<file path="config.mk">
export PLATFORM = sky130hd
export DESIGN_NAME = nbody_pair_sched
export DESIGN_NICKNAME = d
export VERILOG_FILES = /design/src/rtl/nbody_pair_sched.sv
export SDC_FILE = /design/constraint.sdc
export NUM_CORES = 2
export LEC_CHECK = 0
export ABC_AREA = 1
export CAP_MARGIN = 10
export CORE_MARGIN = 2
export CORE_UTILIZATION = 30
export CTS_CLUSTER_DIAMETER = 150
export DETAILED_ROUTE_END_ITERATION = 7
export DONT_BUFFER_PORTS = 1
export GPL_TIMING_DRIVEN = 0
export PLACE_DENSITY = 0.53
export SLEW_MARGIN = 15
export SYNTH_ARGS = -nofsm -noshare
export SYNTH_HDL_FRONTEND = slang
export SYNTH_SLANG_ARGS = --single-unit
</file>
<file path="constraint.sdc">
create_clock -name clk -period 5.8 [get_ports clk]
set_clock_uncertainty 0.1 [all_clocks]
set_input_delay 1.16 -clock clk [delete_from_list [all_inputs] [get_ports clk]]
set_output_delay 1.16 -clock clk [all_outputs]
set_load 0.01 [all_outputs]
</file>
<file path="src/rtl/nbody_pair_sched.sv">
// Pair scheduler for the getAccl pipeline: issues every ordered (i,j), j!=i, one per cycle,
// and delays a matching {valid,i,first,last} tag so results can be attributed downstream.
module nbody_pair_sched #(
    parameter int MAX_BODIES = 256,
    parameter int IDX_W      = 8,
    parameter int LATENCY    = 122,
    parameter int MEM_LAT    = 1
) (
    input  logic             clk,
    input  logic             rst,
    input  logic             start,
    input  logic [IDX_W:0]   num_bodies,
    output logic             busy,
    output logic             done,
    output logic             rd_en,
    output logic [IDX_W-1:0] rd_addr_i,
    output logic [IDX_W-1:0] rd_addr_j,
    output logic             res_valid,
    output logic [IDX_W-1:0] res_i,
    output logic             res_first,
    output logic             res_last
);

    localparam int DEPTH = MEM_LAT + LATENCY;
    localparam logic [IDX_W:0] MAX_N = (IDX_W+1)'(MAX_BODIES);

    typedef enum logic [1:0] {IDLE, ISSUE, DRAIN, FIN} state_t;

    typedef struct packed {
        logic             valid;
        logic [IDX_W-1:0] idx;
        logic             first;
        logic             last;
    } tag_t;

    state_t           state_q, state_d;
    logic [IDX_W:0]   n_q, n_d;
    logic [IDX_W-1:0] i_q, i_d, j_q, j_d;
    logic             rd_en_q, rd_en_d;
    logic             first_q, first_d, last_q, last_d;
    logic             busy_q, busy_d, done_q, done_d;

    logic [IDX_W:0]   n_clamped, nm1, nm2, cur_last_j;
    logic [IDX_W-1:0] nxt_i, nxt_j;
    logic             nxt_first, nxt_last, is_final, drain_hit;

    tag_t tag_in;
    tag_t pipe_q [DEPTH];
    tag_t pipe_d [DEPTH];

    assign nm1 = n_q - 1'b1;
    assign nm2 = n_q - 2'd2;

    // The tail tag is checked one stage early so FIN coincides with the final result on res_*.
    assign drain_hit = pipe_q[DEPTH-2].valid && pipe_q[DEPTH-2].last &&
                       ({1'b0, pipe_q[DEPTH-2].idx} == nm1);

    always_comb begin
        state_d   = state_q;
        n_d       = n_q;
        i_d       = i_q;
        j_d       = j_q;
        rd_en_d   = 1'b0;
        first_d   = 1'b0;
        last_d    = 1'b0;
        busy_d    = 1'b0;
        done_d    = 1'b0;

        n_clamped  = (num_bodies > MAX_N) ? MAX_N : num_bodies;
        cur_last_j = ({1'b0, i_q} == nm1) ? nm2 : nm1;
        is_final   = ({1'b0, i_q} == nm1) && ({1'b0, j_q} == nm2);

        // Advance to the next pair, stepping over j==i without a bubble.
        if ({1'b0, j_q} == cur_last_j) begin
            nxt_i = i_q + 1'b1;
            nxt_j = '0;
        end else begin
            nxt_i = i_q;
            nxt_j = j_q + 1'b1;
            if (nxt_j == i_q) begin
                nxt_j = j_q + 2'd2;
            end
        end
        nxt_first = (nxt_i == '0) ? (nxt_j == IDX_W'(1)) : (nxt_j == '0);
        nxt_last  = ({1'b0, nxt_i} == nm1) ? ({1'b0, nxt_j} == nm2)
                                           : ({1'b0, nxt_j} == nm1);

        case (state_q)
            IDLE: begin
                if (start) begin
                    n_d    = n_clamped;
                    busy_d = 1'b1;
                    if (n_clamped >= 2'd2) begin
                        state_d = ISSUE;
                        i_d     = '0;
                        j_d     = IDX_W'(1);
                        rd_en_d = 1'b1;
                        first_d = 1'b1;
                        last_d  = (n_clamped == 2'd2);
                    end else begin
                        state_d = FIN;
                    end
                end
            end
            ISSUE: begin
                busy_d = 1'b1;
                if (is_final) begin
                    state_d = DRAIN;
                end else begin
                    i_d     = nxt_i;
                    j_d     = nxt_j;
                    rd_en_d = 1'b1;
                    first_d = nxt_first;
                    last_d  = nxt_last;
                end
            end
            DRAIN: begin
                busy_d = 1'b1;
                if (drain_hit) begin
                    state_d = FIN;
                end
            end
            FIN: begin
                done_d  = 1'b1;
                state_d = IDLE;
            end
            default: state_d = IDLE;
        endcase
    end

    assign tag_in = {rd_en_q, i_q, first_q, last_q};

    genvar gi;
    generate
        for (gi = 0; gi < DEPTH; gi++) begin : g_pipe
            if (gi == 0) begin : g_head
                assign pipe_d[gi] = tag_in;
            end else begin : g_body
                assign pipe_d[gi] = pipe_q[gi-1];
            end
        end
    endgenerate

    always_ff @(posedge clk) begin
        if (rst) begin
            state_q <= IDLE;
            n_q     <= '0;
            i_q     <= '0;
            j_q     <= '0;
            rd_en_q <= 1'b0;
            first_q <= 1'b0;
            last_q  <= 1'b0;
            busy_q  <= 1'b0;
            done_q  <= 1'b0;
            for (int k = 0; k < DEPTH; k++) begin
                pipe_q[k] <= '0;
            end
        end else begin
            state_q <= state_d;
            n_q     <= n_d;
            i_q     <= i_d;
            j_q     <= j_d;
            rd_en_q <= rd_en_d;
            first_q <= first_d;
            last_q  <= last_d;
            busy_q  <= busy_d;
            done_q  <= done_d;
            pipe_q  <= pipe_d;
        end
    end

    assign busy      = busy_q;
    assign done      = done_q;
    assign rd_en     = rd_en_q;
    assign rd_addr_i = i_q;
    assign rd_addr_j = j_q;
    assign res_valid = pipe_q[DEPTH-1].valid;
    assign res_i     = pipe_q[DEPTH-1].idx;
    assign res_first = pipe_q[DEPTH-1].first;
    assign res_last  = pipe_q[DEPTH-1].last;

endmodule

</file>
==> load_flow_metrics.sql <==
INSERT INTO impl_metrics (metric_group, metric, value, unit) VALUES
('clock_tree', 'cts.hold.buffers_added', '0', ''),
('grt', 'grt.total_usage', '0.0914', ''),
('drt', 'ratio_of_routed_vias_to_standard_cells', '3.66', ''),
('die', 'core.rowCount', '136', ''),
('critical_path', 'crit_required', '6.35', 'ns'),
('yosys', 'synth_area', '41500', 'um2'),
('critical_path', 'reg2reg_setup_slack', '0.78', 'ns'),
('drt', 'detailed_route_wire_length', '62.7', 'mm'),
('die', 'floorplan.initialDensity', '0.302', ''),
('critical_path', 'crit_top_cell', 'nand2_1', ''),
('timing', 'whs', '0.277', 'ns'),
('timing', 'final.setup.tns', '0', 'ns'),
('grt', 'global_route.usage.met3', '0.0281', ''),
('drt', 'dr.pass1.iters', '7', ''),
('drt', 'initialDrtViolationCount', '1113', ''),
('timing', 'hold_viol', '0', ''),
('critical_path', 'timing.setup.critical_path_class', 'register to register', ''),
('placement', 'dpl.cell_count', '6606', ''),
('finish', 'final_common_cell', 'inv_1', ''),
('placement', 'numPortBuffers', '0', ''),
('yosys', 'mappedNetlistNets', '4833', ''),
('grt', 'gr-usage-met1', '0.119', ''),
('timing', 'slew_violations', '0', ''),
('yosys', 'synth_seq_area_share', '0.669', ''),
('clock_tree', 'postCtsSetupBuffers', '0', ''),
('finish', 'syn2layout_area_growth', '17.4', '%'),
('die', 'die_area', '141000', 'um2'),
('die', 'dieHeight', '376', 'um'),
('finish', 'post_layout_nonfiller_instances', '6872', ''),
('yosys', 'number_of_synthesized_register_bits', '1385', ''),
('critical_path', 'critical_path.max_fanout', '9', ''),
('hold_path', 'hold_class', 'register to register', ''),
('clock_tree', 'clockBufferDepth', '3', ''),
('flow_run', 'maxCapViolCount', '0', ''),
('drt', 'drc', '0', ''),
('yosys', 'postSynthCellCount', '4812', ''),
('clock_tree', 'numCtsBuffers', '142', ''),
('critical_path', 'ff2ff_path_depth', '34', ''),
('clock_tree', 'cts_root_buffer', 'clkbuf_16', ''),
('yosys', 'synth.yosys.warnings', '0', ''),
('critical_path', 'cp_num_cells', '34', ''),
('pwr', 'power_leakage', '18.7', 'nW'),
('grt', 'grt_antenna_before_repair', '0', ''),
('clock_tree', 'clk_transition_reported_paths', '0.06', 'ns'),
('critical_path', 'arrival', '5.57', 'ns'),
('die', 'core_area', '137000', 'um2'),
('yosys', 'count_of_different_cell_masters_after_synthesis', '41', ''),
('hold_path', 'holdPathStages', '2', ''),
('placement', 'place_ws', '0.857', 'ns'),
('timing', 'final.period_utilization', '0.865', ''),
('grt', 'busiest_layer', 'met2', ''),
('timing', 'setup_ws', '0.782', 'ns'),
('finish', 'final_stage_net_count', '4977', ''),
('finish', 'postLayoutCellArea', '48700', 'um2'),
('placement', 'routabilityCongestion', '0.875', ''),
('timing', 'post-route-min-period', '5.02', 'ns'),
('yosys', 'postSynthAreaPerCell', '8.62', 'um2'),
('die', 'floorplan.die.width', '376', 'um'),
('placement', 'place_area', '43700', 'um2'),
('critical_path', 'critPathLaunchType', 'register', ''),
('clock_tree', 'tritoncts', 'yes', ''),
('grt', 'met2_usage', '0.140', ''),
('grt', 'grt_pass1_wl', '109', 'mm'),
('finish', 'layout.cells.most_common_list', '1,412 x inv_1, 1,409 x nor2_1, 1,385 x dfxtp_1, 190 x clkbuf_1, 181 x nand2_1', ''),
('critical_path', 'slowest_stage_delay_on_critical_path', '0.46', 'ns'),
('die', 'ioPinCount', '42', ''),
('clock_tree', 'clock_sink_count', '1385', ''),
('run_status', 'run_status', 'completed', ''),
('clock_tree', 'skew_pair_late_insertion_delay', '0.72', 'ns'),
('critical_path', 'critical_path.endpoint_type', 'register', ''),
('timing', 'setup_viol_count_final', '0', '');
==> synthesized netlist by cell type, drive strengths merged <==
master,count,area [um2]
a22oi,2,15.0
nand4,26,163
nand2,195,782
ha,9,113
o21ai,21,109
nor2,1425,5470
a221oi,1,8.76
nand3b,4,30.0
a2111oi,2,17.5
xnor2,5,43.8
xor2,35,314
nand3,63,358
nor4,7,43.8
o211ai,3,22.5
or2,1,6.26
inv,1417,5320
mux2i,1,10.0
buf,16,113
clkbuf,155,582
a21oi,18,90.1
a32o,1,10.0
o32ai,4,35.0
and3,1,6.26
nor3,9,45.0
a211oi,5,37.5
a31oi,1,6.26
dfxtp,1385,27700
==> layout make-up <==
cell class	instances	area [um2]	share of cell area
clock buffer	218	4310	0.0884
inverter	1417	5320	0.109
multi-input combinational	1839	7730	0.159
sequential	1385	27700	0.570
clock inverter	47	654	0.0134
antenna	1	2.50	0.0000514
tap	1794	2240	0.0461
buffer	171	694	0.0143
==> worst min-delay path: stages, from the launching register on <==
cell and delay [ns]:
dfxtp_1 0.29, inv_1 0.04, nor2_1 0.03
==> layer usage <==
layer	up-vias	wire, um
li1	13600	-
met1	11100	31400
met2	364	25900
met3	141	3610
met4	0	1780
met5	-	0
==> final timing paths <==
| path | endpoint | start |
|---|---|---|
| min | pipe_d[184] | pipe_d[195] |
| max reg2reg | last_q | n_q[1] |
| min reg2reg | pipe_d[184] | pipe_d[195] |
| max | last_q | n_q[1] |
==> sequential cells by signal, summed over array words and instances, names as in the netlist <==
register / flops
pipe_d: 1342
n_q: 9
rd_addr_i: 8
rd_addr_j: 8
res_i: 8
state_q: 2
busy: 1
done: 1
first_q: 1
last_q: 1
rd_en: 1
res_first: 1
res_last: 1
res_valid: 1
==> cells by family (layout without fill, tap and decap cells) <==
logic type / after synthesis / after routing / synth area share
compound gates: 58 / 58 / 0.00848
xor+xnor: 40 / 40 / 0.00863
fa+ha+maj: 9 / 9 / 0.00272
buf+inv: 1588 / 1853 / 0.145
flops: 1385 / 1385 / 0.669
mux: 1 / 1 / 0.000241
other cells: 0 / 1 / 0
simple gates: 1731 / 1731 / 0.166
==> power breakdown <==
group	total (mW)	switching, mW	internal, mW
Sequential	9.60	0.0522	9.55
Combinational	1.39	1.03	0.369
Clock	9.33	3.64	5.69
Total	20.3	4.72	15.6
==> through the flow <==
step           utilization  total power, mW
2_1_floorplan            -             10.8
3_3_place_gp         0.318             11.2
3_5_place_dp         0.318             11.2
4_1_cts              0.354             20.7
5_1_grt              0.354             21.2
6_report             0.354             20.3
Note: power is estimated with default switching activity, not from simulation.
